[config.mk]
export PLATFORM = sky130hd
export DESIGN_NAME = ysyx_2022040010_div_ctrl
export DESIGN_NICKNAME = d
export VERILOG_FILES = /design/src/rtl/ysyx_2022040010_div_ctrl_pkg.sv /design/src/rtl/ysyx_2022040010_div_ctrl_opprep.sv /design/src/rtl/ysyx_2022040010_div_ctrl.sv
export SDC_FILE = /design/constraint.sdc
export NUM_CORES = 1
export LEC_CHECK = 0
export CAP_MARGIN = 40
export CORE_UTILIZATION = 45
export DETAILED_ROUTE_END_ITERATION = 8
export GPL_TIMING_DRIVEN = 0
export PLACE_DENSITY = 0.78
export REMOVE_ABC_BUFFERS = 1
export SLEW_MARGIN = 20
export SYNTH_ARGS = -nofsm -noshare
export SYNTH_HDL_FRONTEND = slang
export SYNTH_SLANG_ARGS = --single-unit
[constraint.sdc]
create_clock -name clk -period 19.3 [get_ports clk]
set_input_delay 3.86 -clock clk [delete_from_list [all_inputs] [get_ports clk]]
set_output_delay 3.86 -clock clk [all_outputs]
set_load 0.005 [all_outputs]
[src/rtl/ysyx_2022040010_div_ctrl_pkg.sv]
// Shared constants for the RV64M divide/remainder issue controller:
// result-select codes, FSM state codes, the signed-minimum operands and a
// 32->64 sign-extension helper.
package ysyx_2022040010_div_ctrl_pkg;

   localparam int DATA_W = 64;

   // Divider result select
   localparam logic [1:0] RES_SEL_IDLE = 2'b00;
   localparam logic [1:0] RES_SEL_REM  = 2'b01;
   localparam logic [1:0] RES_SEL_QUO  = 2'b10;

   // Controller FSM states
   localparam logic [1:0] DIV_CTRL_IDLE = 2'd0;
   localparam logic [1:0] DIV_CTRL_WAIT = 2'd1;
   localparam logic [1:0] DIV_CTRL_DONE = 2'd2;

   // Most negative signed values; MIN / -1 is the overflow case
   localparam logic [63:0] MIN64 = 64'h8000_0000_0000_0000;
   localparam logic [31:0] MIN32 = 32'h8000_0000;

   function automatic logic [63:0] sext32(input logic [31:0] v);
      return {{32{v[31]}}, v};
   endfunction

endpackage

[src/rtl/ysyx_2022040010_div_ctrl_opprep.sv]
// Combinational operand preparation for the divide controller.
// Extends *W operands (sign- or zero-extension by signedness), derives the
// divider result select, and flags divide-by-zero / signed overflow together
// with the architecturally fixed result for those cases.
module ysyx_2022040010_div_opprep
   import ysyx_2022040010_div_ctrl_pkg::*;
(
   input  logic [2:0]        op,
   input  logic              word,
   input  logic [DATA_W-1:0] rs1,
   input  logic [DATA_W-1:0] rs2,
   output logic              is_signed,
   output logic [1:0]        res_sel,
   output logic [DATA_W-1:0] op1,
   output logic [DATA_W-1:0] op2,
   output logic              special,
   output logic [DATA_W-1:0] special_res
);

   logic signed [31:0] a32;
   logic signed [31:0] b32;
   logic               is_rem;
   logic               div_zero;
   logic               overflow;
   // funct3[2] is always set for this op group; only the low bits select behaviour
   logic               unused_funct3_msb;

   assign unused_funct3_msb = op[2];

   // Extend a 32-bit operand to 64 bits according to signedness
   function automatic logic [DATA_W-1:0] extend_word(input logic signed [31:0] v,
                                                     input logic sgn);
      return sgn ? sext32(v) : {32'b0, v};
   endfunction

   // Fixed RISC-V result for divide-by-zero and signed overflow
   function automatic logic [DATA_W-1:0] special_result(input logic dz,
                                                        input logic ov,
                                                        input logic rem,
                                                        input logic wd,
                                                        input logic [DATA_W-1:0] dividend);
      if (dz)
         return rem ? (wd ? sext32(dividend[31:0]) : dividend) : '1;
      else if (ov)
         return rem ? '0 : (wd ? sext32(MIN32) : MIN64);
      else
         return '0;
   endfunction

   // Decode, extend operands and detect special cases
   always_comb begin
      a32         = $signed(rs1[31:0]);
      b32         = $signed(rs2[31:0]);
      is_signed   = ~op[0];
      is_rem      = op[1];
      res_sel     = is_rem ? RES_SEL_REM : RES_SEL_QUO;
      op1         = word ? extend_word(a32, is_signed) : rs1;
      op2         = word ? extend_word(b32, is_signed) : rs2;
      div_zero    = word ? (b32 == 32'sd0) : (rs2 == '0);
      overflow    = is_signed &
                    (word ? ((rs1[31:0] == MIN32) && (b32 == -32'sd1))
                          : ((rs1 == MIN64) && (rs2 == '1)));
      special     = div_zero | overflow;
      special_res = special_result(div_zero, overflow, is_rem, word, rs1);
   end

endmodule

[src/rtl/ysyx_2022040010_div_ctrl.sv]
// EX-stage issue/control unit in front of ysyx_2022040010_div.
// Accepts DIV/DIVU/REM/REMU(+W), registers prepared operands, drives the
// divider start/annul handshake, stalls the pipe while the divider works,
// overrides divide-by-zero and MIN/-1 results, and aborts via a watchdog.
// Optional build macro: DIV_FASTPATH_EN -- special cases finish without the
// divider, one cycle after accept.
module ysyx_2022040010_div_ctrl
   import ysyx_2022040010_div_ctrl_pkg::*;
#(
   parameter int DIV_TIMEOUT = 128
) (
   input  logic              clk,
   input  logic              rst,
   input  logic              ex_div_valid_i,
   input  logic [2:0]        ex_div_op_i,
   input  logic              ex_div_word_i,
   input  logic [DATA_W-1:0] ex_rs1_i,
   input  logic [DATA_W-1:0] ex_rs2_i,
   input  logic [4:0]        ex_rd_i,
   input  logic              flush_i,
   output logic              stall_req_o,
   output logic              div_done_o,
   output logic [DATA_W-1:0] div_wdata_o,
   output logic [4:0]        div_rd_o,
   output logic              div_err_o,
   output logic              div_start_o,
   output logic              div_annul_o,
   output logic              div_signed_o,
   output logic              div_32_o,
   output logic [DATA_W-1:0] div_op1_o,
   output logic [DATA_W-1:0] div_op2_o,
   output logic [1:0]        div_res_sel_o,
   input  logic [DATA_W-1:0] div_res_i,
   input  logic              div_ready_i
);

   localparam int CNT_W = $clog2(DIV_TIMEOUT);

   logic [1:0]        state_q;
   logic              accept;

   logic              prep_signed;
   logic [1:0]        prep_sel;
   logic [DATA_W-1:0] prep_op1;
   logic [DATA_W-1:0] prep_op2;
   logic              prep_special;
   logic [DATA_W-1:0] prep_special_res;

   logic [DATA_W-1:0] op1_p1;
   logic [DATA_W-1:0] op2_p1;
   logic [4:0]        rd_p1;
   logic              signed_p1;
   logic              word_p1;
   logic [1:0]        sel_p1;
   logic              spec_p1;
   logic [DATA_W-1:0] spec_res_p1;
   logic              vld_p1;
   logic [CNT_W-1:0]  cnt_p1;

   logic [DATA_W-1:0] wdata_p2;
   logic              vld_p2;
   logic              err_p2;
   logic              annul_p2;

   ysyx_2022040010_div_opprep u_opprep (
      .op          (ex_div_op_i),
      .word        (ex_div_word_i),
      .rs1         (ex_rs1_i),
      .rs2         (ex_rs2_i),
      .is_signed   (prep_signed),
      .res_sel     (prep_sel),
      .op1         (prep_op1),
      .op2         (prep_op2),
      .special     (prep_special),
      .special_res (prep_special_res)
   );

   assign accept = (state_q == DIV_CTRL_IDLE) & ex_div_valid_i & ~flush_i;

   // Hold IF/ID/EX while an op is being accepted or the divider is busy
   assign stall_req_o = accept | (state_q == DIV_CTRL_WAIT);

   // FSM, operand stage (_p1) and result stage (_p2) registers
   always_ff @(posedge clk or posedge rst) begin
      if (rst) begin
         state_q     <= DIV_CTRL_IDLE;
         op1_p1      <= '0;
         op2_p1      <= '0;
         rd_p1       <= '0;
         signed_p1   <= 1'b0;
         word_p1     <= 1'b0;
         sel_p1      <= RES_SEL_IDLE;
         spec_p1     <= 1'b0;
         spec_res_p1 <= '0;
         vld_p1      <= 1'b0;
         cnt_p1      <= '0;
         wdata_p2    <= '0;
         vld_p2      <= 1'b0;
         err_p2      <= 1'b0;
         annul_p2    <= 1'b0;
      end else begin
         vld_p2   <= 1'b0;
         err_p2   <= 1'b0;
         annul_p2 <= 1'b0;
         case (state_q)
            // ---- IDLE -> operand stage: latch the prepared op ----
            DIV_CTRL_IDLE: begin
               if (accept) begin
                  op1_p1      <= prep_op1;
                  op2_p1      <= prep_op2;
                  rd_p1       <= ex_rd_i;
                  signed_p1   <= prep_signed;
                  word_p1     <= ex_div_word_i;
                  spec_p1     <= prep_special;
                  spec_res_p1 <= prep_special_res;
                  cnt_p1      <= '0;
`ifdef DIV_FASTPATH_EN
                  if (prep_special) begin
                     state_q  <= DIV_CTRL_DONE;
                     wdata_p2 <= prep_special_res;
                     vld_p2   <= 1'b1;
                  end else begin
                     state_q <= DIV_CTRL_WAIT;
                     vld_p1  <= 1'b1;
                     sel_p1  <= prep_sel;
                  end
`else
                  state_q <= DIV_CTRL_WAIT;
                  vld_p1  <= 1'b1;
                  sel_p1  <= prep_sel;
`endif
               end
            end
            // ---- WAIT -> result stage: capture, abort or annul ----
            DIV_CTRL_WAIT: begin
               if (flush_i) begin
                  state_q  <= DIV_CTRL_IDLE;
                  annul_p2 <= 1'b1;
                  vld_p1   <= 1'b0;
                  sel_p1   <= RES_SEL_IDLE;
                  cnt_p1   <= '0;
               end else if (div_ready_i) begin
                  state_q  <= DIV_CTRL_DONE;
                  wdata_p2 <= spec_p1 ? spec_res_p1 : div_res_i;
                  vld_p2   <= 1'b1;
                  vld_p1   <= 1'b0;
                  sel_p1   <= RES_SEL_IDLE;
                  cnt_p1   <= '0;
               end else if (cnt_p1 == CNT_W'(DIV_TIMEOUT - 1)) begin
                  state_q  <= DIV_CTRL_DONE;
                  wdata_p2 <= '0;
                  vld_p2   <= 1'b1;
                  err_p2   <= 1'b1;
                  vld_p1   <= 1'b0;
                  sel_p1   <= RES_SEL_IDLE;
                  cnt_p1   <= '0;
               end else begin
                  cnt_p1 <= cnt_p1 + CNT_W'(1);
               end
            end
            // ---- DONE: result pulse already visible, return to IDLE ----
            DIV_CTRL_DONE: begin
               state_q <= DIV_CTRL_IDLE;
               cnt_p1  <= '0;
               if (flush_i)
                  annul_p2 <= 1'b1;
            end
            default: begin
               state_q <= DIV_CTRL_IDLE;
               vld_p1  <= 1'b0;
               sel_p1  <= RES_SEL_IDLE;
               cnt_p1  <= '0;
            end
         endcase
      end
   end

   assign div_done_o    = vld_p2;
   assign div_err_o     = err_p2;
   assign div_wdata_o   = wdata_p2;
   assign div_rd_o      = rd_p1;
   assign div_start_o   = vld_p1;
   assign div_annul_o   = annul_p2;
   assign div_signed_o  = signed_p1;
   assign div_32_o      = word_p1;
   assign div_op1_o     = op1_p1;
   assign div_op2_o     = op2_p1;
   assign div_res_sel_o = sel_p1;

endmodule

==> impl_metrics.json <==
{
  "synth-seq-cells": 279,
  "cts_hold_buf": 0,
  "worstHoldEndpoint": "div_wdata_o[56]",
  "grtUsageMet3_pct": 4.233,
  "rrSetupSlack_ps": 16040,
  "slew_headroom_pct": 45.64,
  "status": "finished clean",
  "post-place-cells": 2011,
  "postSynthCellCount": 1292,
  "powerDensity_mw_per_mm2": 128.2,
  "path_cells": "clkdlybuf4s50_1 > nand3b_1 > nand2b_1 > clkdlybuf4s50_1",
  "start_util_pct": 45.70,
  "clockBufferDepth": 3,
  "viasPerCell": 5.580,
  "ant_nets": 0,
  "place_ws_ps": 9696,
  "critPathTopFamily": "buffers and inverters",
  "crit_buf_inv": 2,
  "grt.busiest_layer": "met2",
  "slowest_stage": "nand3b_1",
  "syn2layout_area_growth_pct": 44.63,
  "start_kind": "input port",
  "synth_cell_types": 49,
  "finalSetupTns_ps": 0,
  "synth_edf_count": 0,
  "max_freq_mhz": 104.0,
  "crit_type": "in2out",
  "min_from": "div_wdata_o[56]",
  "vdd_ir_drop_max_uv": 79.96,
  "layout-drive-gt1-share_pct": 11.36,
  "fin_nets": 1877,
  "synthArstFlopShare_pct": 100.0,
  "seqPwrFrac_pct": 38.2,
  "met1_usage_pct": 39.12,
  "drc": 0,
  "path_max_fanout": 14,
  "r2r-end": "spec_res_p1[62]",
  "power_switching_uw": 705.9,
  "gr-total-overflow": 0,
  "cp.arrival_ps": 5750,
  "min_period_ps": 9615,
  "fillerInstances": 2197,
  "finalClockSkew_ps": 9.844,
  "p_leak_uw": 0.008278,
  "clkSinkCount": 279,
  "dieArea_mm2": 0.02889,
  "die_x_um": 170.0,
  "switching_share_pct": 29.97,
  "gp_congestion": 0.9172,
  "cts_buffers": 30,
  "cts_tree": "built",
  "drt_wl_total_um": 43710,
  "tightest_slew_ps": 813.5,
  "clk_latency_ps": 550,
  "wl_per_cell_um": 21.12,
  "cts_setup_buffers": 0,
  "final-setup-viol-count": 0,
  "pin_count": 412,
  "dp_hpwl_um": 30400,
  "max-cap-violations": 0,
  "num_vias": 11550,
  "max_stage_delay_ps": 580,
  "grt_pass1_vias": 11559,
  "drt-initial-drc-count": 981,
  "hp-class": "reg2reg",
  "core_region_area_mm2": 0.02778,
  "period_share_pct": 49.82,
  "critPathRequiredTime_ps": 15440,
  "clk_pin_slew_ps": 60,
  "holdPathStages": 2,
  "slew_viol_final": 0,
  "die_y_um": 170.0,
  "crit_path_end_kind": "primary output",
  "rsz0062_at_grt": "no",
  "antenna_found_initial": 3,
  "p_int_uw": 1649,
  "cp.depth": 4,
  "synth_area_per_cell_um2": 9.828,
  "synth-seq-area-share_pct": 54.99,
  "worstRegToRegCells": 9,
  "first_pass_iters": 5,
  "comb_power_share_pct": 36.9,
  "crit_top_cell": "clkdlybuf4s50_1",
  "grt_pass1_wl_um": 66690,
  "ctsResizeCount": 0,
  "utilization_pct": 66.10,
  "grt_use_met2_pct": 48.93,
  "fin_ws_ps": 9685,
  "hold_viol_final": 0,
  "grt_use_total_pct": 29.80,
  "r2r-start": "state_q[0]",
  "htree_levels": 1,
  "root_buffer": "clkbuf_16",
  "yosysWarnings": 0,
  "syn_area_mm2": 0.01270,
  "core.rowCount": 61,
  "clkPwrFrac_pct": 24.9,
  "holdWs_ps": 461.7,
  "grt_max_degree": 91,
  "io_buffers": 410,
  "final_cells": 2070,
  "ys.flop_type": "dfrtp_1"
}
## cell type report
type / instances / area (um2) / share of cell area (%)
flip-flops and latches: 279 / 6985 / 38.04
multi-input cells: 913 / 5275 / 28.73
repair buffers: 436 / 4584 / 24.96
clock buffers: 45 / 898.4 / 4.892
well taps: 378 / 473.0 / 2.575
clock inverters: 10 / 106.4 / 0.5791
inverters: 7 / 36.28 / 0.1976
diodes: 2 / 5.005 / 0.02725
## Yosys cell counts (all sizes together), types with 3 or more instances
master | number | area share, %
and4b | 4 | 0.32
nor4 | 40 | 2.0
o21ai | 15 | 0.59
inv | 7 | 0.21
and3 | 3 | 0.15
clkbuf | 64 | 1.9
o211ai | 32 | 3.1
nand3 | 69 | 2.7
o31ai | 31 | 1.8
nand4 | 24 | 1.2
o22a | 32 | 2.2
a221o | 32 | 2.5
nor2 | 71 | 2.1
a21oi | 4 | 0.16
ha | 4 | 0.39
nor2b | 34 | 1.7
mux2 | 65 | 5.8
and4 | 4 | 0.28
buf | 29 | 1.8
dfrtp | 279 | 55
nor4b | 3 | 0.26
nand2 | 424 | 13
## worst max path at each step
stage                         from          end  slack, ps
CTS                        flush_i  stall_req_o       9690
global route               flush_i  stall_req_o       9590
global placement           flush_i  stall_req_o       3610
floorplan           ex_div_valid_i  stall_req_o       7370
finish                     flush_i  stall_req_o       9690
detailed placement         flush_i  stall_req_o       9700
## placed cells by master (no fill, tap or decap), types with 8 or more instances in the layout
cell type | netlist | final
a221o_1 | 32 | 32
o31ai_1 | 31 | 31
clkbuf_16 | 0 | 31
o211ai_2 | 30 | 30
o21ai_0 | 13 | 13
nand3_1 | 69 | 68
o22a_1 | 32 | 32
nor2_1 | 71 | 69
mux2_2 | 65 | 65
nand4_1 | 24 | 24
nand2_1 | 424 | 422
nor2b_1 | 33 | 33
nor4_1 | 40 | 40
buf_6 | 7 | 8
clkdlybuf4s50_1 | 0 | 408
dfrtp_1 | 279 | 278
buf_16 | 0 | 9
## metal layers
metal	part of all wire (%)	wire [um]
met5	0.018	8
met1	41	18050
met3	6.1	2645
met4	4.5	1957
met2	48	21050
## metrics by stage
stage          cell area (um2)  total power, uW
2_1_floorplan            12230             1175
3_3_place_gp             16810             1743
3_5_place_dp             17310             1773
4_1_cts                  18310             2364
5_1_grt                  18360             2470
6_report                 18360             2355
## power groups by stage
stage	Combinational [uW]	Clock [uW]	Sequential (uW)
after floorplan	259	0	917
after global placement	844	0	899
after detailed placement	867	0	906
after CTS	872	594	898
after global routing	930	618	922
final	868	587	900
## tightest hold or removal path: cells and delay by family, from the launching register on
family           cells  cell delay (ps)
DFF                  1              340
and+or+nand+nor      2              100
## state kept, by name (all words and copies together) (netlist names)
register	flops
div_start_o	1
div_wdata_o	64
div_32_o	1
div_err_o	1
div_op2_o	64
spec_p1	1
div_annul_o	1
div_signed_o	1
state_q	2
spec_res_p1	64
cnt_p1	7
div_op1_o	64
div_done_o	1
div_rd_o	5
div_res_sel_o	2
## cells by family after synthesis
logic type	count (synthesis)	synth area share [%]
DFF	279	54.99
AOI/OAI and AO/OA	152	10.75
muxes	65	5.765
buffers and inverters	100	3.873
adders and majority gates	4	0.3942
xor gates and xnor gates	1	0.06899
and+or+nand+nor	691	24.16
No activity file was read; power rests on OpenSTA's default activity.
